$ cat src/rtl/ps2_keyboard_rx.sv
// Receive-only PS/2 device-to-host decoder: synchronise, de-glitch and frame-check PS/2 traffic,
// then hand each good scan-code byte to the consumer over a valid/ready handshake.
module ps2_keyboard_rx #(
  parameter int FILTER_LEN     = 8,
  parameter int TIMEOUT_CYCLES = 10000
) (
  input  logic       clk,
  input  logic       rst_n,
  input  logic       ps2_clk,
  input  logic       ps2_dat,
  output logic [7:0] rx_data,
  output logic       rx_valid,
  input  logic       rx_ready,
  output logic       parity_err,
  output logic       frame_err,
  output logic       overrun,
  output logic       busy
);

  localparam int FW = $clog2(FILTER_LEN + 1);
  localparam int TW = $clog2(TIMEOUT_CYCLES + 1);
  localparam logic [FW-1:0] FILT_LAST = FW'(FILTER_LEN - 1);
  localparam logic [FW-1:0] FILT_MAX  = FW'(FILTER_LEN);
  localparam logic [TW-1:0] TO_LAST   = TW'(TIMEOUT_CYCLES - 1);
  localparam logic [TW-1:0] TO_MAX    = TW'(TIMEOUT_CYCLES);

  typedef enum logic [1:0] {IDLE, DATA, PARITY, STOP} state_t;

  logic          clk_s1_q, clk_s2_q, dat_s1_q, dat_s2_q;
  logic          filt_clk_q, fall_q;
  logic [FW-1:0] filt_cnt_q;

  state_t        state_q, state_d;
  logic [3:0]    bit_cnt_q, bit_cnt_d;
  logic [7:0]    shreg_q, shreg_d;
  logic          par_q, par_d;
  logic [TW-1:0] to_cnt_q, to_cnt_d;
  logic          good_q, good_d, perr_pend_q, perr_d, ferr_pend_q, ferr_d;

  logic [7:0]    rx_data_q;
  logic          rx_valid_q, parity_err_q, frame_err_q, overrun_q;

  always_ff @(posedge clk or negedge rst_n) begin
    if (!rst_n) begin
      clk_s1_q <= 1'b1;
      clk_s2_q <= 1'b1;
      dat_s1_q <= 1'b1;
      dat_s2_q <= 1'b1;
    end else begin
      clk_s1_q <= ps2_clk;
      clk_s2_q <= clk_s1_q;
      dat_s1_q <= ps2_dat;
      dat_s2_q <= dat_s1_q;
    end
  end

  // filt_clk only follows the synced clock after FILTER_LEN consecutive differing samples
  always_ff @(posedge clk or negedge rst_n) begin
    if (!rst_n) begin
      filt_clk_q <= 1'b1;
      filt_cnt_q <= '0;
      fall_q     <= 1'b0;
    end else begin
      fall_q <= 1'b0;
      if (clk_s2_q != filt_clk_q) begin
        if (filt_cnt_q == FILT_LAST) begin
          filt_clk_q <= clk_s2_q;
          filt_cnt_q <= '0;
          fall_q     <= ~clk_s2_q;
        end else if (filt_cnt_q != FILT_MAX) begin
          filt_cnt_q <= filt_cnt_q + FW'(1);
        end
      end else begin
        filt_cnt_q <= '0;
      end
    end
  end

  always_ff @(posedge clk or negedge rst_n) begin
    if (!rst_n) begin
      state_q     <= IDLE;
      bit_cnt_q   <= '0;
      shreg_q     <= '0;
      par_q       <= 1'b0;
      to_cnt_q    <= '0;
      good_q      <= 1'b0;
      perr_pend_q <= 1'b0;
      ferr_pend_q <= 1'b0;
    end else begin
      state_q     <= state_d;
      bit_cnt_q   <= bit_cnt_d;
      shreg_q     <= shreg_d;
      par_q       <= par_d;
      to_cnt_q    <= to_cnt_d;
      good_q      <= good_d;
      perr_pend_q <= perr_d;
      ferr_pend_q <= ferr_d;
    end
  end

  always_comb begin
    state_d   = state_q;
    bit_cnt_d = bit_cnt_q;
    shreg_d   = shreg_q;
    par_d     = par_q;
    to_cnt_d  = to_cnt_q;
    good_d    = 1'b0;
    perr_d    = 1'b0;
    ferr_d    = 1'b0;

    if (state_q == IDLE || fall_q) begin
      to_cnt_d = '0;
    end else if (to_cnt_q != TO_MAX) begin
      to_cnt_d = to_cnt_q + TW'(1);
    end

    // a stalled frame is abandoned even if a fall lands in the same cycle
    if (state_q != IDLE && to_cnt_q == TO_LAST) begin
      state_d = IDLE;
      ferr_d  = 1'b1;
    end else if (fall_q) begin
      case (state_q)
        IDLE: begin
          if (!dat_s2_q) begin
            state_d   = DATA;
            bit_cnt_d = '0;
          end else begin
            ferr_d = 1'b1;
          end
        end
        DATA: begin
          shreg_d = {dat_s2_q, shreg_q[7:1]};
          if (bit_cnt_q == 4'd7) begin
            state_d = PARITY;
          end else begin
            bit_cnt_d = bit_cnt_q + 4'd1;
          end
        end
        PARITY: begin
          par_d   = dat_s2_q;
          state_d = STOP;
        end
        STOP: begin
          state_d = IDLE;
          if (!dat_s2_q) begin
            ferr_d = 1'b1;
          end else if (^{shreg_q, par_q} == 1'b0) begin
            perr_d = 1'b1;
          end else begin
            good_d = 1'b1;
          end
        end
        default: state_d = IDLE;
      endcase
    end
  end

  // delivery stage: error pulses are delayed one cycle so they align with rx_valid rising
  always_ff @(posedge clk or negedge rst_n) begin
    if (!rst_n) begin
      rx_data_q    <= 8'h00;
      rx_valid_q   <= 1'b0;
      parity_err_q <= 1'b0;
      frame_err_q  <= 1'b0;
      overrun_q    <= 1'b0;
    end else begin
      parity_err_q <= perr_pend_q;
      frame_err_q  <= ferr_pend_q;
      overrun_q    <= 1'b0;
      if (good_q) begin
        if (!rx_valid_q || rx_ready) begin
          rx_data_q  <= shreg_q;
          rx_valid_q <= 1'b1;
        end else begin
          overrun_q <= 1'b1;
        end
      end else if (rx_valid_q && rx_ready) begin
        rx_valid_q <= 1'b0;
      end
    end
  end

  assign rx_data    = rx_data_q;
  assign rx_valid   = rx_valid_q;
  assign parity_err = parity_err_q;
  assign frame_err  = frame_err_q;
  assign overrun    = overrun_q;
  assign busy       = (state_q != IDLE);

endmodule

$ cat config.mk
export PLATFORM = sky130hd
export DESIGN_NAME = ps2_keyboard_rx
export DESIGN_NICKNAME = d
export VERILOG_FILES = /design/src/rtl/ps2_keyboard_rx.sv
export SDC_FILE = /design/constraint.sdc
export NUM_CORES = 1
export LEC_CHECK = 0
export BUFFER_PORTS_ARGS = -buffer_cell sky130_fd_sc_hd__buf_2
export CORE_MARGIN = 1
export CORE_UTILIZATION = 59
export DETAILED_ROUTE_END_ITERATION = 8
export HOLD_SLACK_MARGIN = 0.1
export PLACE_DENSITY = 0.89
export SYNTH_ARGS = -nofsm -noshare
export SYNTH_HDL_FRONTEND = slang
export SYNTH_SLANG_ARGS = --single-unit
$ cat constraint.sdc
create_clock -name clk -period 3.05 [get_ports clk]
set_clock_uncertainty 0.1 [all_clocks]
set_input_delay 0.305 -clock clk [delete_from_list [all_inputs] [get_ports clk]]
set_output_delay 0.305 -clock clk [all_outputs]
set_load 0.02 [all_outputs]
==> impl_metrics.env, run 1 <==
export IMPL_status="finished, final reports clean"
export IMPL_ir_drop_v=0.000235
export IMPL_dpl_cell_area_um2=2690
export IMPL_wl_per_cell_um=14.3
export IMPL_synth_edf_count=0
export IMPL_routed_via_density=5.64
export IMPL_cts_made_buffers=5
export IMPL_critPathLaunchType="register"
export IMPL_fmax_ghz=0.397
export IMPL_grt_first_pass_wirelength_mm=7.31
export IMPL_finalCritPeriodShare_pct=82.7
export IMPL_drv_slew=0
export IMPL_synthDistinctLibCells=41
export IMPL_p_seq_share_pct=57.4
export IMPL_ys_seq_area_share_pct=53.4
export IMPL_rows=23
export IMPL_clockBufferDepth=2
export IMPL_place_congestion=0.888
export IMPL_slowest_delay_ns=0.56
export IMPL_clkSinkCount=54
export IMPL_syn_num_nets=234
export IMPL_synth_warnings=0
export IMPL_die_area_um2=4580
export IMPL_p_int_mw=1.03
export IMPL_vias=1658
export IMPL_power_switching_share_pct=22.7
export IMPL_path_class="reg -> reg"
export IMPL_place_port_buffers=17
export IMPL_final_cell_mix="dfrtp_1 (49), nor2_1 (19), mux2_2 (19)"
export IMPL_drc=0
export IMPL_tns_ns=0
export IMPL_dp_cells=283
export IMPL_initial_core_util_pct=62.7
export IMPL_gr_total_overflow=0
export IMPL_pwr_share_comb_pct=7.4
export IMPL_n_antenna_cell=0
export IMPL_antenna_found_initial=0
export IMPL_p_per_area_nw_per_um2=473
export IMPL_cts_setup_buffers=0
export IMPL_antenna_left=0
export IMPL_ys_dominant_reg_cell="dfrtp_1"
export IMPL_setup_violations=0
export IMPL_crit_chain="ha_1 -> or3b_1 -> or4_1 -> nand3_4 -> mux2_2"
export IMPL_cts_tree="yes"
export IMPL_fin_area_um2=2830
export IMPL_hp_class="in -> reg"
export IMPL_drt_iter0_drc=124
export IMPL_grt_total_usage_pct=22.0
export IMPL_clkPwrFrac_pct=35.2
export IMPL_hold_path_depth=3
export IMPL_leakage_nw=1.31
export IMPL_drive_gt1_share_pct=23.0
export IMPL_final_hold_violation_count=0
export IMPL_rsz0062_at_grt="false"
export IMPL_register_area_um2=1360
export IMPL_reg2reg_from="to_cnt_q[0]$_DFFE_PN0P_"
export IMPL_regToRegSetupSlack_ns=0.53
export IMPL_synth_seq_cells=54
export IMPL_worstPathRequired_ns=3.15
export IMPL_dieWidth_um=67.7
export IMPL_grt_max_degree=27
export IMPL_final_common_cell="dfrtp_1"
export IMPL_r2r_cells=5
export IMPL_arrival_ns=2.63
export IMPL_fillers=303
export IMPL_startpoint="to_cnt_q[0]$_DFFE_PN0P_"
export IMPL_ctsRootBufferMaster="clkbuf_8"
export IMPL_drv_cap=0
export IMPL_syn_cell_area_um2=2540
export IMPL_drt_first_pass_iters=4
export IMPL_num_io_pins=18
export IMPL_die_h_um=67.7
export IMPL_layout_nets=258
export IMPL_post_dp_hpwl_mm=2.99
export IMPL_min_from="rx_ready"
export IMPL_totalPowerFinal_mw=1.34
export IMPL_htree_levels=2
export IMPL_fin_util_pct=69.7
export IMPL_stdcell_count=294
export IMPL_slew_headroom_pct=56.2
export IMPL_end_kind="register"
export IMPL_multi_input_area_um2=1130
export IMPL_worstSkewPairLatency_ns=0.31
export IMPL_avgSynthCellArea_um2=11.6
export IMPL_path_clk_slew_ns=0.10
export IMPL_switchingPower_mw=0.303
export IMPL_routed_wl_mm=4.20
export IMPL_cpMaxStageDelayCell="or4_1"
export IMPL_synthArstFlopShare_pct=100
export IMPL_path_max_fanout=8
export IMPL_synthCells=219
export IMPL_syn2layout_area_growth_pct=11.2
export IMPL_grt_pass1_vias=1591
export IMPL_core_um2=4060
export IMPL_worst_pin_slew_ns=0.650
export IMPL_fin_crit_ns=2.52
-- timing repair --
action	CTS	global route
resized for setup	0	0
hold endpoints to repair	21	0
endpoints found under the setup margin	0	0
hold buffers	3	0
-- through the flow --
step	hold slack, ns	setup slack (ns)
3_5_place_dp	0.235	0.556
5_1_grt	0.223	0.429
2_1_floorplan	-0.0906	0.748
3_3_place_gp	0.227	0.612
6_report	0.185	0.529
4_1_cts	0.181	0.533
-- critical path, delay by kind of cell, from the launching register on --
kind / cells / cell delay, ns
AND/OR/NAND/NOR: 3 / 1.20
flip-flops: 1 / 0.45
multiplexers: 1 / 0.35
adder cells (fa/ha/maj): 1 / 0.33
-- synthesized netlist by cell type, drive strengths merged, types with 2 or more instances --
cell / count / area [um2]
dfrtp: 49 / 1230
mux2: 19 / 214
nor2: 19 / 71.3
nand2: 11 / 41.3
ha: 10 / 125
inv: 10 / 37.5
xnor2: 10 / 87.6
nand3: 9 / 57.6
nand4: 9 / 56.3
xor2: 8 / 70.1
o21ai: 7 / 35.0
a21oi: 5 / 25.0
dfstp: 5 / 131
nand3b: 5 / 37.5
clkbuf: 4 / 15.0
nand2b: 4 / 25.0
nor4: 3 / 18.8
or2: 3 / 18.8
or4: 3 / 22.5
and3: 2 / 12.5
mux2i: 2 / 20.0
nand4bb: 2 / 22.5
nor3: 2 / 10.0
o211ai: 2 / 15.0
or3: 2 / 17.5
-- state kept, by name (all words and copies together) (netlist names), 2 cells and up --
register,cells
to_cnt_q,14
shreg_q,8
filt_cnt_q,4
rx_data,8
bit_cnt_q,4
state_q,2
-- power by group through the flow --
stage	registers [mW]	logic, mW	clock network (mW)
2_1_floorplan	0.776	0.0659	0
5_1_grt	0.772	0.113	0.508
3_5_place_dp	0.781	0.0982	0
4_1_cts	0.768	0.101	0.480
3_3_place_gp	0.780	0.0923	0
6_report	0.768	0.0993	0.471
-- cell type report --
type                            count  area share, %
Clock buffer                        6           2.57
Clock inverter                      2           1.37
Inverter                           10           1.33
Multi-Input combinational cell    150           39.9
Sequential cell                    54           48.0
Tap cell                           50           2.21
Timing Repair Buffer               22           4.60
-- path summary, 6_finish.rpt --
path | end
worst max-delay path | shreg_q[0]$_DFFE_PN0P_
worst min register to register | parity_err$_DFF_PN0_
max in group asynchronous | state_q[0]$_DFFE_PN0P_
worst max register to register | shreg_q[0]$_DFFE_PN0P_
min in group asynchronous | to_cnt_q[1]$_DFFE_PN0P_
worst min-delay path | rx_valid$_DFFE_PN0P_
-- per-layer routing --
layer | wire length (um) | global-route usage (%)
met3 | 105 | 4.05
met4 | 72 | 9.57
met1 | 2020 | 29.8
met2 | 2000 | 34.4
met5 | 0 | 0
-- logic make-up (layout without fill, tap and decap cells) --
family	after synthesis	in the layout	synth area share [%]
and+or+nand+nor	78	78	17.5
xor gates and xnor gates	19	19	7.08
AOI/OAI and AO/OA	22	22	5.71
buffers and inverters	15	40	2.26
muxes	21	21	9.20
adders and majority gates	10	10	4.92
DFF	54	54	53.4
Power figures use the tool's default switching activity.
==> run 2, diff against run 1 <==
--- a/config.mk
+++ b/config.mk
@@ -7,10 +7,10 @@
 export LEC_CHECK = 0
 export BUFFER_PORTS_ARGS = -buffer_cell sky130_fd_sc_hd__buf_2
 export CORE_MARGIN = 1
-export CORE_UTILIZATION = 59
+export CORE_UTILIZATION = 53
 export DETAILED_ROUTE_END_ITERATION = 8
 export HOLD_SLACK_MARGIN = 0.1
-export PLACE_DENSITY = 0.89
+export PLACE_DENSITY = 0.85
 export SYNTH_ARGS = -nofsm -noshare
 export SYNTH_HDL_FRONTEND = slang
 export SYNTH_SLANG_ARGS = --single-unit
==> constraint.sdc (replaced) <==
create_clock -name clk -period 2 [get_ports clk]
set_clock_uncertainty 0.1 [all_clocks]
set_input_delay 0.2 -clock clk [delete_from_list [all_inputs] [get_ports clk]]
set_output_delay 0.2 -clock clk [all_outputs]
set_load 0.02 [all_outputs]
==> run 2 against run 1 <==
The run now ends with DRC, setup timing left. First-iteration DRC count grew 12%. Setup slack lost 0.69 ns. Wire length grew 15%. Count of clock-buffer cells in the layout shrank 1. Final cell count grew 11%. Fmax grew 17%. Critical path type unchanged. Largest power group unchanged. Highest routed layer unchanged.
==> impl_metrics.env, run 2 (same netlist as run 1, synthesis figures left out) <==
export IMPL_dieWidth_um=71.3
export IMPL_wl_per_cell_um=14.9
export IMPL_setup_violations=15
export IMPL_syn2layout_area_growth_pct=22.8
export IMPL_antenna_left=0
export IMPL_worstPathRequired_ns=2.10
export IMPL_ir_drop_v=0.000471
export IMPL_p_per_area_nw_per_um2=699
export IMPL_status="complete, but fails checks"
export IMPL_place_congestion=0.864
export IMPL_die_h_um=71.3
export IMPL_startpoint="state_q[1]$_DFFE_PN0P_"
export IMPL_drt_first_pass_iters=7
export IMPL_regMostFlops="to_cnt_q"
export IMPL_slowest_delay_ns=0.46
export IMPL_grt_first_pass_wirelength_mm=8.16
export IMPL_drive_gt1_share_pct=34.3
export IMPL_routed_wl_mm=4.85
export IMPL_post_dp_hpwl_mm=3.39
export IMPL_rsz0062_at_grt="true"
export IMPL_path_max_fanout=8
export IMPL_antenna_found_initial=0
export IMPL_reg2reg_from="state_q[1]$_DFFE_PN0P_"
export IMPL_arrival_ns=2.26
export IMPL_min_from="ferr_pend_q$_DFF_PN0_"
export IMPL_final_common_cell="dfrtp_1"
export IMPL_vias=1853
export IMPL_worstSkewPairLatency_ns=0.31
export IMPL_htree_levels=2
export IMPL_grt_pass1_vias=1800
export IMPL_fillers=294
export IMPL_ctsRootBufferMaster="clkbuf_8"
export IMPL_grt_max_degree=55
export IMPL_cts_tree="yes"
export IMPL_drv_slew=0
export IMPL_num_io_pins=18
export IMPL_clkSinkCount=54
export IMPL_die_area_um2=5080
export IMPL_place_port_buffers=17
export IMPL_largest_reg_flops=14
export IMPL_violations="DRC, setup timing"
export IMPL_routed_via_density=5.68
export IMPL_final_hold_violation_count=0
export IMPL_layout_nets=288
export IMPL_r2r_cells=6
export IMPL_gr_total_overflow=0
export IMPL_critPathLaunchType="register"
export IMPL_slew_headroom_pct=56.0
export IMPL_clockBufferDepth=2
export IMPL_end_kind="register"
export IMPL_path_clk_slew_ns=0.10
export IMPL_core_um2=4470
export IMPL_drv_cap=0
export IMPL_drt_iter0_drc=139
export IMPL_rows=24
export IMPL_initial_core_util_pct=56.9
export IMPL_cpMaxStageDelayCell="or4_4"
export IMPL_hold_path_depth=0
export IMPL_setup_slack_ns=-0.159
export IMPL_path_class="reg -> reg"
export IMPL_final_cell_mix="dfrtp_1 (48), buf_4 (31), nor2_1 (19)"
export IMPL_hp_class="reg -> reg"
export IMPL_crit_chain="inv_2 -> ha_4 -> or3b_4 -> or4_4 -> nand3_4 -> mux2_2"
export IMPL_worst_pin_slew_ns=0.660
export IMPL_grt_total_usage_pct=20.5
export IMPL_leakage_nw=1.48
export IMPL_finalCritPeriodShare_pct=108
export IMPL_fin_crit_ns=2.16
export IMPL_fmax_ghz=0.463
export IMPL_drc=4
export IMPL_totalPowerFinal_mw=2.18
export IMPL_n_antenna_cell=0
export IMPL_tns_ns=-1.69
export IMPL_cts_made_buffers=5
run 2: worst max-delay path, delay by kind of cell (launching register included):
family / cells / cell delay [ns]
fa+ha+maj: 1 / 0.15
simple gates: 3 / 1.00
flops: 1 / 0.38
mux: 1 / 0.36
buf+inv: 1 / 0.06
run 2: through the flow:
stage	cell area (um2)	std cells	worst slack [ns]	hold WS [ns]	util (%)
floorplan	2590	219	-0.226	-0.196	-
global placement	2930	312	-0.110	0.207	65.4
detailed placement	2930	312	-0.160	0.206	65.4
CTS	3120	325	-0.156	0.259	69.7
global route	3120	326	-0.214	0.265	69.8
finish	3120	326	-0.159	0.258	69.8
run 2: path summary, 6_finish.rpt:
check	end	slack [ns]
max	shreg_q[3]$_DFFE_PN0P_	-0.16
min	frame_err$_DFF_PN0_	0.26
max reg2reg	shreg_q[3]$_DFFE_PN0P_	-0.16
min reg2reg	frame_err$_DFF_PN0_	0.26
max in group asynchronous	to_cnt_q[0]$_DFFE_PN0P_	0.89
min in group asynchronous	to_cnt_q[10]$_DFFE_PN0P_	0.44
run 2: routing by layer:
layer  global-route usage [%]  routed length [um]
met2                     33.8                2390
met5                        0                   0
met4                     6.00                  82
met1                     27.3                2140
met3                     4.64                 230
run 2: layout make-up:
class / instances / area, um2 / share of cell area, %
inverters: 10 / 37.5 / 1.20
well taps: 52 / 65.1 / 2.08
flip-flops and latches: 54 / 1360 / 43.5
clock buffers: 5 / 68.8 / 2.20
repair buffers: 52 / 358 / 11.5
multi-input cells: 150 / 1170 / 37.4
clock inverters: 3 / 68.8 / 2.20
run 2: repair_timing:
action / in CTS / in global routing
gates resized for setup: 3 / 0
pin swaps: 1 / 1
cloned: 0 / 0
endpoints found under the hold margin: 52 / 0
hold buffers: 4 / 0
endpoints found under the setup margin: 15 / 17
setup buffers: 1 / 1
run 2: report_power, final:
part / switching [mW] / total (mW) / internal (mW)
Sequential: 0.0419 / 1.18 / 1.13
Clock: 0.353 / 0.854 / 0.501
Combinational: 0.0824 / 0.154 / 0.0714
Total: 0.477 / 2.18 / 1.71
